`config.mk`:
```
export PLATFORM = sky130hd
export DESIGN_NAME = fp_round_norm
export DESIGN_NICKNAME = d
export VERILOG_FILES = /design/src/rtl/fpu_pkg.sv /design/src/rtl/fp_rne_round.sv /design/src/rtl/fp_round_norm.sv
export SDC_FILE = /design/constraint.sdc
export NUM_CORES = 1
export LEC_CHECK = 0
export BUFFER_PORTS_ARGS = -buffer_cell sky130_fd_sc_hd__buf_2
export CAP_MARGIN = 20
export CORE_UTILIZATION = 57
export DETAILED_ROUTE_END_ITERATION = 8
export PLACE_DENSITY = 0.82
export SYNTH_ARGS = -nofsm -noshare
export SYNTH_HDL_FRONTEND = slang
export SYNTH_SLANG_ARGS = --single-unit
```
`constraint.sdc`:
```
create_clock -name clk -period 4.4 [get_ports clk]
set_clock_uncertainty 0.1 [all_clocks]
set_input_delay 0.22 -clock clk [delete_from_list [all_inputs] [get_ports clk]]
set_output_delay 0.22 -clock clk [all_outputs]
set_load 0.005 [all_outputs]
```
`src/rtl/fpu_pkg.sv`:
```
// Shared definitions for the floating-point round/normalise datapath.
// Flag bit positions used by the sticky flags vector {overflow, underflow,
// inexact}, and a packed rounded-result record at the default bfloat16-like
// widths (8-bit exponent, 7-bit stored fraction).
package fpu_pkg;

  localparam int FLAG_OVF = 2;
  localparam int FLAG_UNF = 1;
  localparam int FLAG_INX = 0;

  localparam int FP_EXP_W  = 8;
  localparam int FP_FRAC_W = 7;

  typedef struct packed {
    logic                 sign;
    logic [FP_EXP_W-1:0]  exp;
    logic [FP_FRAC_W-1:0] frac;
  } fp_res_t;

endpackage

```
`src/rtl/fp_rne_round.sv`:
```
// Combinational round-to-nearest-even plus exception resolution.
// Ports:
//   sign, exp, frac_gs {fraction, guard, sticky}, ovf, zero : product fields
//   res_sign, res_exp, res_frac : rounded result
//   inexact : per-result inexact indication
//   events  : {overflow, underflow, inexact} events for the sticky flags
module fp_rne_round
  import fpu_pkg::*;
#(
  parameter int EXP_WIDTH  = 8,
  parameter int FRAC_WIDTH = 7
) (
  input  logic                  sign,
  input  logic [EXP_WIDTH-1:0]  exp,
  input  logic [FRAC_WIDTH+1:0] frac_gs,
  input  logic                  ovf,
  input  logic                  zero,
  output logic                  res_sign,
  output logic [EXP_WIDTH-1:0]  res_exp,
  output logic [FRAC_WIDTH-1:0] res_frac,
  output logic                  inexact,
  output logic [2:0]            events
);

  localparam logic [EXP_WIDTH:0] EXP_INF = {1'b0, {EXP_WIDTH{1'b1}}};

  // Nearest-even: round up above half, or at exactly half when the LSB is odd.
  function automatic logic rne_inc(input logic lsb, input logic guard, input logic sticky);
    return guard & (sticky | lsb);
  endfunction

  logic [FRAC_WIDTH-1:0] frac;
  logic                  guard;
  logic                  sticky;
  logic [FRAC_WIDTH:0]   frac_sum;
  logic [EXP_WIDTH:0]    exp_sum;

  assign frac   = frac_gs[FRAC_WIDTH+1:2];
  assign guard  = frac_gs[1];
  assign sticky = frac_gs[0];

  // A carry out of the fraction leaves all-zero low bits and bumps the exponent.
  assign frac_sum = {1'b0, frac} + {{FRAC_WIDTH{1'b0}}, rne_inc(frac[0], guard, sticky)};
  assign exp_sum  = {1'b0, exp} + {{EXP_WIDTH{1'b0}}, frac_sum[FRAC_WIDTH]};

  always_comb begin
    res_sign = sign;
    res_exp  = '0;
    res_frac = '0;
    inexact  = 1'b0;
    events   = '0;
    if (zero) begin
      // Exact signed zero; dominates any upstream overflow indication.
      res_exp = '0;
    end else if (ovf || (exp_sum >= EXP_INF)) begin
      res_exp          = '1;
      inexact          = 1'b1;
      events[FLAG_OVF] = 1'b1;
    end else if (exp == '0) begin
      // Denormals are not supported: flush to signed zero.
      inexact          = 1'b1;
      events[FLAG_UNF] = 1'b1;
    end else begin
      res_exp          = exp_sum[EXP_WIDTH-1:0];
      res_frac         = frac_sum[FRAC_WIDTH-1:0];
      inexact          = guard | sticky;
      events[FLAG_INX] = guard | sticky;
    end
  end

endmodule

```
`src/rtl/fp_round_norm.sv`:
```
// Two-stage rounding/normalisation stage for a floating-point multiplier.
// S1 registers accepted product fields; S2 holds the rounded result.
// Valid/ready handshake on both sides, full throughput when out_ready is high.
// Ports:
//   clk, rst_n                    : clock, asynchronous active-low reset
//   in_valid/in_ready             : upstream handshake
//   in_sign, in_exp, in_frac      : product, in_frac = {fraction, guard, sticky}
//   in_ovf, in_zero               : upstream exception indications
//   out_valid/out_ready           : downstream handshake
//   out_sign, out_exp, out_frac   : rounded result
//   out_inexact                   : per-result inexact
//   flag_clr, flags               : sticky {overflow, underflow, inexact}
module fp_round_norm #(
  parameter int EXP_WIDTH  = 8,
  parameter int FRAC_WIDTH = 7
) (
  input  logic                  clk,
  input  logic                  rst_n,
  input  logic                  in_valid,
  output logic                  in_ready,
  input  logic                  in_sign,
  input  logic [EXP_WIDTH-1:0]  in_exp,
  input  logic [FRAC_WIDTH+1:0] in_frac,
  input  logic                  in_ovf,
  input  logic                  in_zero,
  output logic                  out_valid,
  input  logic                  out_ready,
  output logic                  out_sign,
  output logic [EXP_WIDTH-1:0]  out_exp,
  output logic [FRAC_WIDTH-1:0] out_frac,
  output logic                  out_inexact,
  input  logic                  flag_clr,
  output logic [2:0]            flags
);

  logic                  vld_p1, sign_p1, ovf_p1, zero_p1;
  logic [EXP_WIDTH-1:0]  exp_p1;
  logic [FRAC_WIDTH+1:0] frac_p1;

  logic                  vld_p2, sign_p2, inx_p2;
  logic [EXP_WIDTH-1:0]  exp_p2;
  logic [FRAC_WIDTH-1:0] frac_p2;
  logic [2:0]            flags_q;

  logic                  load_p1, load_p2, accept;
  logic                  rnd_sign, rnd_inx;
  logic [EXP_WIDTH-1:0]  rnd_exp;
  logic [FRAC_WIDTH-1:0] rnd_frac;
  logic [2:0]            rnd_events, flag_set;

  assign load_p2  = !vld_p2 | out_ready;
  assign load_p1  = !vld_p1 | load_p2;
  assign in_ready = load_p1;
  assign accept   = in_valid & load_p1;

  // ---- S1: capture accepted product fields ----
  always_ff @(posedge clk or negedge rst_n) begin
    if (!rst_n) begin
      vld_p1  <= 1'b0;
      sign_p1 <= 1'b0;
      exp_p1  <= '0;
      frac_p1 <= '0;
      ovf_p1  <= 1'b0;
      zero_p1 <= 1'b0;
    end else begin
      if (load_p1) vld_p1 <= in_valid;
      if (accept) begin
        sign_p1 <= in_sign;
        exp_p1  <= in_exp;
        frac_p1 <= in_frac;
        ovf_p1  <= in_ovf;
        zero_p1 <= in_zero;
      end
    end
  end

  fp_rne_round #(
    .EXP_WIDTH  (EXP_WIDTH),
    .FRAC_WIDTH (FRAC_WIDTH)
  ) u_round (
    .sign     (sign_p1),
    .exp      (exp_p1),
    .frac_gs  (frac_p1),
    .ovf      (ovf_p1),
    .zero     (zero_p1),
    .res_sign (rnd_sign),
    .res_exp  (rnd_exp),
    .res_frac (rnd_frac),
    .inexact  (rnd_inx),
    .events   (rnd_events)
  );

  // Events are recorded exactly once, on the cycle a result moves into S2.
  assign flag_set = (load_p2 && vld_p1) ? rnd_events : 3'b000;

  // ---- S2: rounded result and sticky flags ----
  always_ff @(posedge clk or negedge rst_n) begin
    if (!rst_n) begin
      vld_p2  <= 1'b0;
      sign_p2 <= 1'b0;
      exp_p2  <= '0;
      frac_p2 <= '0;
      inx_p2  <= 1'b0;
      flags_q <= 3'b000;
    end else begin
      if (load_p2) begin
        vld_p2 <= vld_p1;
        if (vld_p1) begin
          sign_p2 <= rnd_sign;
          exp_p2  <= rnd_exp;
          frac_p2 <= rnd_frac;
          inx_p2  <= rnd_inx;
        end
      end
      // A clear coinciding with a new event still leaves that event set.
      flags_q <= (flag_clr ? 3'b000 : flags_q) | flag_set;
    end
  end

  assign out_valid   = vld_p2;
  assign out_sign    = sign_p2;
  assign out_exp     = exp_p2;
  assign out_frac    = frac_p2;
  assign out_inexact = inx_p2;
  assign flags       = flags_q;

endmodule
```
==> results.yml, run 1 <==
cts:
  clock_latency_ps: 350
  cts_buffer_depth: 2
  numCtsBuffers: 5
  ctsResizeCount: 0
  root_buffer: "clkbuf_4"
  h-tree-depth: 2
  clkSinkCount: 42
  cts_tree: "yes"
  clkTransAtPathRegs_ps: 110
yosys:
  syn_nets: 199
  synth_cell_types: 40
  synthCells: 170
  ys_seq_elements: 42
  ys_warn_count: 0
  syn_area_mm2: 0.001983
  avgSynthCellArea_um2: 11.67
  ys_seq_area_share_pct: 53.00
floorplanning:
  core_mm2: 0.003337
  die_y_um: 60.99
  die_w_um: 60.99
  dieArea_mm2: 0.003719
  rows: 21
  initial_utilization_pct: 59.43
  io_pins: 47
critical_path:
  worstPathRequired_ps: 4550
  critPathKind: "register to register"
  worstSetupStartpoint: "frac_p1[0]"
  endpoint_kind: "register"
  cp-start-kind: "register"
  arrival_ps: 3250
  crit_fanout: 18
  rr_startpoint: "frac_p1[0]"
timing:
  drv_slew: 0
  hold_violations: 0
  post-route-min-period_ps: 3104
  period_share_pct: 70.54
  setup_viol: 0
  tns_ps: 0
  fmax_mhz: 322.2
  worst_pin_slew_ps: 898.6
  rsz0062_at_grt: "false"
  timing.final.ws_setup_ps: 1296
  slew_headroom_pct: 40.09
  whs_ps: 2.167
final_layout:
  stdcell_area_mm2: 0.002429
  multi_input_area_um2: 857.1
  finalNonFillerCells: 278
  nNetsFinal: 261
  postLayoutCoreUtil_pct: 72.78
  mostFrequentLayoutCell: "buf_2"
  area_growth_pct: 22.46
  nFillCells: 244
  diodes: 0
  final_cell_mix: "46 x buf_2, 42 x dfrtp_1, 20 x mux2_2"
  seq_area_mm2: 0.001051
  drive_gt1_share_pct: 31.90
drt:
  drtIter0Drc: 61
  wl_per_cell_um: 15.50
  drtPass1Iterations: 4
  final_antenna_net_count: 0
  vias_per_cell: 5.572
  route.vias.total: 1549
  wl_um: 4310
  drcViolationCount: 0
power_and_ir_drop:
  power.total_uw: 905.0
  irDropWorstVdd_mv: 0.2241
  power_density_mw_per_mm2: 372.6
  p_leak_nw: 1.107
grt:
  grt_start_max_net_pins: 43
  grt_pass1_vias: 1386
  grtUsageTotal_pct: 24.16
  grt_pass1_wl_um: 6375
  antenna_found_initial: 0
  globalRouteOverflowTotal: 0
placed_design:
  io_buffers: 46
  place.gp.congestion: 0.8526
  dp_slack_ps: 1346
  dp_hpwl_um: 2971
  postPlaceCellArea_mm2: 0.002203
  placedCellCount: 253
status:
  status: "finished clean"
min_path:
  hold_path.class: "input pin to register"
  hp-start: "in_frac[2]"
run:
  cap_viol_max_count: 0
-- report_power, final --
part           internal (mW)  total, mW  leakage [nW]  switching, mW
clock network         0.0604      0.178        0.0254          0.118
registers              0.451      0.509         0.510         0.0577
logic                  0.116      0.218         0.571          0.102
total                  0.627      0.905          1.11          0.278
-- path summary, 6_finish.rpt --
| check | cells after the start | end | slack, ps |
|---|---|---|---|
| max | 11 | out_frac[0] | 1300 |
| min | 2 | frac_p1[2] | 2 |
| max reg2reg | 11 | out_frac[0] | 1300 |
| min reg2reg | 2 | out_exp[7] | 400 |
| max in group asynchronous | 2 | frac_p1[3] | 3230 |
| min in group asynchronous | 2 | out_inexact | 420 |
-- what timing repair did --
action | in CTS | in global routing
hold buffers | 12 | 6
hold endpoints to repair | 53 | 6
setup buffers | 0 | 0
-- critical path: stages (launching register included) --
cell and delay (ps):
dfrtp_1 420, o21a_1 200, ha_1 230, nand2_1 80
nor2_1 50, and3_1 190, ha_1 250, nand2b_1 190
o211ai_1 160, o21ai_1 90, o41a_1 680, a32o_1 360
-- state kept, by name, indices dropped and copies added, names as in the netlist, 3 cells and up --
name	count
frac_p1	9
exp_p1	8
out_frac	7
out_exp	8
flags	3
-- per-layer routing --
metal  track usage, %  part of all wire [%]  vias to the layer above
met3            6.397                   4.2                        8
met1            30.75                    44                      743
met4            7.792                   1.2                        0
li1                 -                     -                      743
met5                0                     0                        -
met2            40.35                    51                       55
-- final cells by class --
type	count	area share [%]
sequential	42	43.28
multi-input combinational	117	35.29
timing repair buffer	64	16.90
tap	46	2.370
clock buffer	7	1.855
inverter	2	0.3091
-- synth_stat cells --
cell       count  share of area, %
a211oi_1       1              0.38
a21o_1         1              0.38
a21oi_1        3              0.76
a22o_1         1              0.44
a22oi_1        1              0.38
a2bb2oi_1      1              0.44
a31oi_1        3              0.95
a32o_1         8               4.0
and2_1         1              0.32
and3_1         1              0.32
buf_4          2              0.76
buf_6          2               1.1
buf_8          1              0.76
clkbuf_1       4              0.76
dfrtp_1       42                53
ha_1           4               2.5
inv_1          2              0.38
mux2_2        20                11
nand2_1       16               3.0
nand2b_1       5               1.6
nand3_1        6               1.5
nand3_2        1              0.50
nand3b_1       1              0.38
nand4_1        3              0.95
nor2_1         7               1.3
nor2_2         1              0.32
nor3_1         1              0.25
nor3b_1        1              0.38
nor4_1         2              0.63
o211ai_1       1              0.38
o21a_1         1              0.38
o21ai_0        5               1.3
o21ai_1        6               1.5
o21bai_1       1              0.38
o221ai_1       1              0.44
o2bb2ai_1      1              0.44
o41a_1         1              0.57
or2_2          1              0.32
xnor2_1        3               1.3
xor2_1         7               3.1
-- cells by family (layout without fill, tap and decap cells) --
kind of cell | after synthesis | count (layout) | share of synthesized area (%)
flops | 42 | 42 | 53.00
buf+inv | 11 | 73 | 3.785
compound gates | 36 | 36 | 13.12
xor+xnor | 10 | 10 | 4.417
mux | 20 | 20 | 11.36
simple gates | 47 | 47 | 11.80
fa+ha+maj | 4 | 4 | 2.524
No activity file was read; power rests on OpenSTA's default activity.
==> inputs of run 2 (changes only) <==
Settings changed: ABC_AREA set to 1, CORE_UTILIZATION 57 to 53, PLACE_DENSITY 0.82 to 0.77.
Clock period 4.4 ns to 2.9 ns, I/O delays scaled along.
==> run 2 against run 1 <==
Count of clock-buffer cells in the layout unchanged. Critical endpoint is now out_exp[4]. Critical path depth grew 5. First-iteration DRC count unchanged.
==> results.yml, run 2 <==
critical_path:
  crit_family: "simple AND/OR/NAND/NOR gates"
  crit_top_cell: "nand2_1"
  worstPathRequired_ps: 3030
  crit_fanout: 10
  arrival_ps: 2520
  endpoint_kind: "register"
  reg2reg_slack_ps: 510
  path_cells: "nor2_1 -> nor2_1 -> ha_1 -> nand3_1 -> nor2_1 -> ha_1 -> nand2_1 -> nor2_2 -> nand2_1 -> nand2_1 -> nand2_2 -> nor2_4 -> nand3_4 -> nand2_4 -> nand2_4 -> nand2_1"
  critPathKind: "register to register"
  cp-start-kind: "register"
  cp_num_buf_inv: 0
  critical-path-slowest-cell: "dfrtp_1"
  max_stage_delay_ps: 380
yosys:
  ys_warn_count: 0
  avgSynthCellArea_um2: 8.817
  ys.flop_type: "dfrtp_1"
  synth.area.top_cells: "dfrtp_1 51%, nand2_1 11%, mux2_2 5.5%, nor2_1 4.8%, inv_1 4.4%"
  synth_common_cells: "59 x nand2_1, 42 x dfrtp_1, 26 x nor2_1"
  synthCells: 233
  synth_cell_types: 25
  synth_top_area_cell: "dfrtp_1"
  syn_nets: 262
  synth_enable_flop_cells: 0
  syn_area_mm2: 0.002054
  ys_seq_elements: 42
  synth_top_cell_area_share_pct: 51.16
  synth.most_common_cell: "nand2_1"
  ys_async_sr_fraction_pct: 100.0
  ys_seq_area_share_pct: 51.16
final_layout:
  mostFrequentLayoutCell: "nand2_1"
  finalNonFillerCells: 343
  area_growth_pct: 23.69
  nNetsFinal: 323
  drive_gt1_share_pct: 27.12
  nFillCells: 319
  postLayoutCoreUtil_pct: 68.89
  largest_reg_flops: 9
  diodes: 0
  final_cell_mix: "59 x nand2_1, 46 x buf_2, 42 x dfrtp_1"
  regMostFlops: "frac_p1"
  stdcell_area_mm2: 0.002541
min_path:
  hold_path.class: "input pin to register"
floorplanning:
  io_pins: 47
  die_w_um: 64.26
  dieArea_mm2: 0.004129
  core_mm2: 0.003689
  rows: 22
  initial_utilization_pct: 55.70
  die_y_um: 64.26
timing:
  period_share_pct: 82.55
  drv_slew: 0
  slew_headroom_pct: 40.24
  post-route-min-period_ps: 2394
  whs_ps: 2.693
  timing.final.ws_setup_ps: 506.0
  tns_ps: 0
  fmax_mhz: 417.7
  hold_violations: 0
  rsz0062_at_grt: "false"
  worst_pin_slew_ps: 896.5
  setup_viol: 0
drt:
  drtIter0Drc: 61
  final_antenna_net_count: 0
  wl_um: 3867
  route.vias.total: 1682
  drcViolationCount: 0
  wl_per_cell_um: 11.27
  drtPass1Iterations: 4
  vias_per_cell: 4.904
power_and_ir_drop:
  p_leak_nw: 1.341
  power.total_mw: 1.608
  irDropWorstVdd_mv: 0.3717
  power_density_mw_per_mm2: 632.6
cts:
  root_buffer: "clkbuf_8"
  h-tree-depth: 2
  numCtsBuffers: 5
  ctsResizeCount: 0
  clock_latency_ps: 290
  cts_tree: "yes"
  clkTransAtPathRegs_ps: 70
  cts_buffer_depth: 2
  clkSinkCount: 42
grt:
  grt_pass1_wl_um: 6768
  grt_pass1_vias: 1546
  grtUsageTotal_pct: 21.30
  globalRouteOverflowTotal: 0
  grt_start_max_net_pins: 43
  antenna_found_initial: 0
placed_design:
  postPlaceCellArea_mm2: 0.002340
  place.gp.congestion: 0.8064
  dp_hpwl_um: 2866
  dp_slack_ps: 494.1
  io_buffers: 46
  placedCellCount: 324
run:
  cap_viol_max_count: 0
status:
  status: "finished clean"
## run 2: cell count changes in the layout (fill, tap and decap cells not counted), sizes merged, moves of 7 or more
cell and delta:
nand2 +48, inv +23, nor2 +23, a21oi +11, mux2 -10, a32o -8
dlygate4sd3 -7
## run 2: worst paths after layout
path	from	end	cells past startpoint
setup / recovery	frac_p1[0]	out_exp[4]	16
hold / removal	in_exp[1]	exp_p1[1]	3
setup reg to reg	frac_p1[0]	out_exp[4]	16
hold reg to reg	out_exp[6]	out_exp[6]	2
max in group asynchronous	rst_n	frac_p1[3]	2
min in group asynchronous	rst_n	exp_p1[0]	2
## run 2: cell families after synthesis
logic type,count (synthesis),synth area share (%)
AOI/OAI and AO/OA,26,6.699
xor gates and xnor gates,6,2.558
adders and majority gates,4,2.436
buffers and inverters,30,5.542
DFF,42,51.16
muxes,10,5.481
and+or+nand+nor,115,26.13
## run 2: report_power, final
| group | internal [mW] | total (mW) | switching (mW) |
|---|---|---|---|
| sequential | 0.713 | 0.798 | 0.0854 |
| clock | 0.192 | 0.375 | 0.183 |
| combinational | 0.200 | 0.435 | 0.235 |
## run 2: layer usage
layer	up-vias	track usage (%)	share of wire, %
met5	-	0	0
met1	742	29.04	50
met3	10	3.929	4.7
li1	872	-	-
met2	58	32.76	43
met4	0	10.00	2.7
## run 2: final cells by class
type / count / area, um^2 / area share [%]
clock buffers: 7 / 86.33 / 3.397
clock inverters: 1 / 5.005 / 0.1969
inverters: 25 / 93.84 / 3.693
multi-input cells: 161 / 889.6 / 35.01
flip-flops and latches: 42 / 1051 / 41.36
well taps: 48 / 60.06 / 2.363
repair buffers: 59 / 355.3 / 13.98
## run 2: timing repair
action / CTS / global route
hold buffers: 11 / 0
endpoints found under the hold margin: 52 / 0
setup buffers: 0 / 0
setup endpoints to repair: 0 / 0
## run 2: worst reg2reg max path, stage by stage (launching register included)
cell     delay (ps)
dfrtp_1         380
nor2_1           60
nor2_1           80
ha_1            170
nand3_1         130
nor2_1          200
ha_1            200
nand2_1         100
nor2_2          180
nand2_1          70
nand2_1          80
nand2_2          70
nor2_4          120
nand3_4         120
nand2_4         110
nand2_4          90
nand2_1          90
==> inputs of run 3 (changes only) <==
Settings changed: ABC_AREA 1 to 0.
Clock period 2.9 ns to 2.4 ns, I/O delays scaled along.
==> run 3 against run 2 <==
The flow now finishes with violations (negative setup slack). Sequential power is 16% higher. Clock power grew 11%. Non-clock buffer count grew 33. Worst setup slack got worse by 760 ps. First-iteration DRC count grew 59%. Die area shrank 3.4%. Total power rose by 14%. Sequential cell count did not move. Combinational power grew 13%.
==> results.yml, run 3 (synthesis results as in run 1) <==
status:
  status: "finished, violations left"
  violations: "negative setup slack"
timing:
  period_share_pct: 110.6
  post-route-min-period_ps: 2655
  drv_slew: 0
  hold_violations: 0
  fmax_mhz: 376.6
  worst_pin_slew_ps: 892.3
  slew_headroom_pct: 40.51
  rsz0062_at_grt: "true"
  timing.final.ws_setup_ps: -255.0
  setup_viol: 18
run:
  cap_viol_max_count: 0
min_path:
  hp-start: "flag_clr"
  hold_path.class: "input pin to register"
cts:
  numCtsBuffers: 5
  clkTransAtPathRegs_ps: 70
  h-tree-depth: 2
  cts_tree: "yes"
  root_buffer: "clkbuf_8"
  clkSinkCount: 42
  clock_latency_ps: 290
  cts_buffer_depth: 2
critical_path:
  cp-start-kind: "register"
  worstPathRequired_ps: 2480
  critPathKind: "register to register"
  reg2reg_slack_ps: -260
  arrival_ps: 2740
  crit_fanout: 11
  rr_startpoint: "frac_p1[0]"
  worstSetupStartpoint: "frac_p1[0]"
  endpoint_kind: "register"
final_layout:
  drive_gt1_share_pct: 41.92
  nFillCells: 239
  postLayoutCoreUtil_pct: 78.93
  area_growth_pct: 38.04
  final_cell_mix: "46 x buf_2, 42 x dfrtp_1, 22 x dlygate4sd3_1, 22 x buf_4, 20 x mux2_2"
  stdcell_area_mm2: 0.002738
  largest_reg_flops: 9
  regMostFlops: "frac_p1"
  diodes: 0
  seq_area_mm2: 0.001051
  multi_input_area_um2: 907.1
  mostFrequentLayoutCell: "buf_2"
  nNetsFinal: 289
grt:
  globalRouteOverflowTotal: 0
  grt_pass1_vias: 1683
  grt_start_max_net_pins: 43
  antenna_found_initial: 0
  grt_pass1_wl_um: 7886
  grtUsageTotal_pct: 25.80
drt:
  drtIter0Drc: 97
  drcViolationCount: 0
  vias_per_cell: 5.458
  wl_um: 4635
  route.vias.total: 1670
  drtPass1Iterations: 4
  wl_per_cell_um: 15.15
  final_antenna_net_count: 0
placed_design:
  dp_hpwl_um: 3180
  place.gp.congestion: 0.9084
  io_buffers: 46
  postPlaceCellArea_mm2: 0.002346
power_and_ir_drop:
  p_leak_nw: 1.257
  power_density_mw_per_mm2: 671.0
  irDropWorstVdd_mv: 0.4699
  power.total_mw: 1.837
floorplanning:
  rows: 21
  io_pins: 47
  dieArea_mm2: 0.003990
  core_mm2: 0.003468
  initial_utilization_pct: 57.18
  die_w_um: 63.17
  die_y_um: 63.17
run 3: through the flow:
stage	std cells	setup TNS, ps	hold slack, ps	worst slack [ps]
after floorplan	170	-731.4	-275.6	-103.7
after global placement	270	-1863	178.2	-179.0
after detailed placement	270	-3351	204.4	-264.5
after CTS	303	-2073	17.62	-192.2
after global routing	306	-5450	29.63	-374.7
final	306	-3237	17.72	-255.0
run 3: per-layer routing:
| metal | vias to the layer above | GRT usage, % | wire length [um] |
|---|---|---|---|
| met5 | - | 0 | 0 |
| met4 | 0 | 6.818 | 44 |
| met3 | 6 | 5.978 | 210 |
| met2 | 46 | 46.37 | 2408 |
| met1 | 817 | 30.79 | 1972 |
| li1 | 801 | - | - |
run 3: path summary, 6_finish.rpt:
check | to | cells past startpoint
worst max-delay path | flags[0] | 12
worst min-delay path | flags[2] | 3
worst max register to register | flags[0] | 12
worst min register to register | out_sign | 2
max in group asynchronous | frac_p1[8] | 2
min in group asynchronous | out_inexact | 2
run 3: what timing repair did:
item,CTS,global route
pin swaps,1,10
cloned,0,0
buffers inserted,4,3
hold buffers,22,0
resized for setup,7,4
endpoints found under the setup margin,18,18
endpoints found under the hold margin,63,0
run 3: power by group:
part | total (mW) | switching, mW | internal [mW]
sequential | 0.929 | 0.101 | 0.828
clock | 0.416 | 0.216 | 0.200
combinational | 0.492 | 0.219 | 0.273
run 3: layout make-up:
| cell class | instances | share of cell area [%] |
|---|---|---|
| Multi-Input combinational cell | 117 | 33.14 |
| Clock buffer | 7 | 2.788 |
| Timing Repair Buffer | 92 | 23.31 |
| Sequential cell | 42 | 38.39 |
| Inverter | 2 | 0.2742 |
| Tap cell | 46 | 2.102 |
run 3: worst max-delay path, stage by stage, from the launching register on:
cell	delay, ps
dfrtp_1	400
o21a_1	180
ha_2	190
nand2_2	70
nor2_4	40
and3_4	180
ha_4	160
nand2b_4	140
o211ai_1	180
o21ai_1	80
o41a_1	430
buf_6	170
a32o_1	240
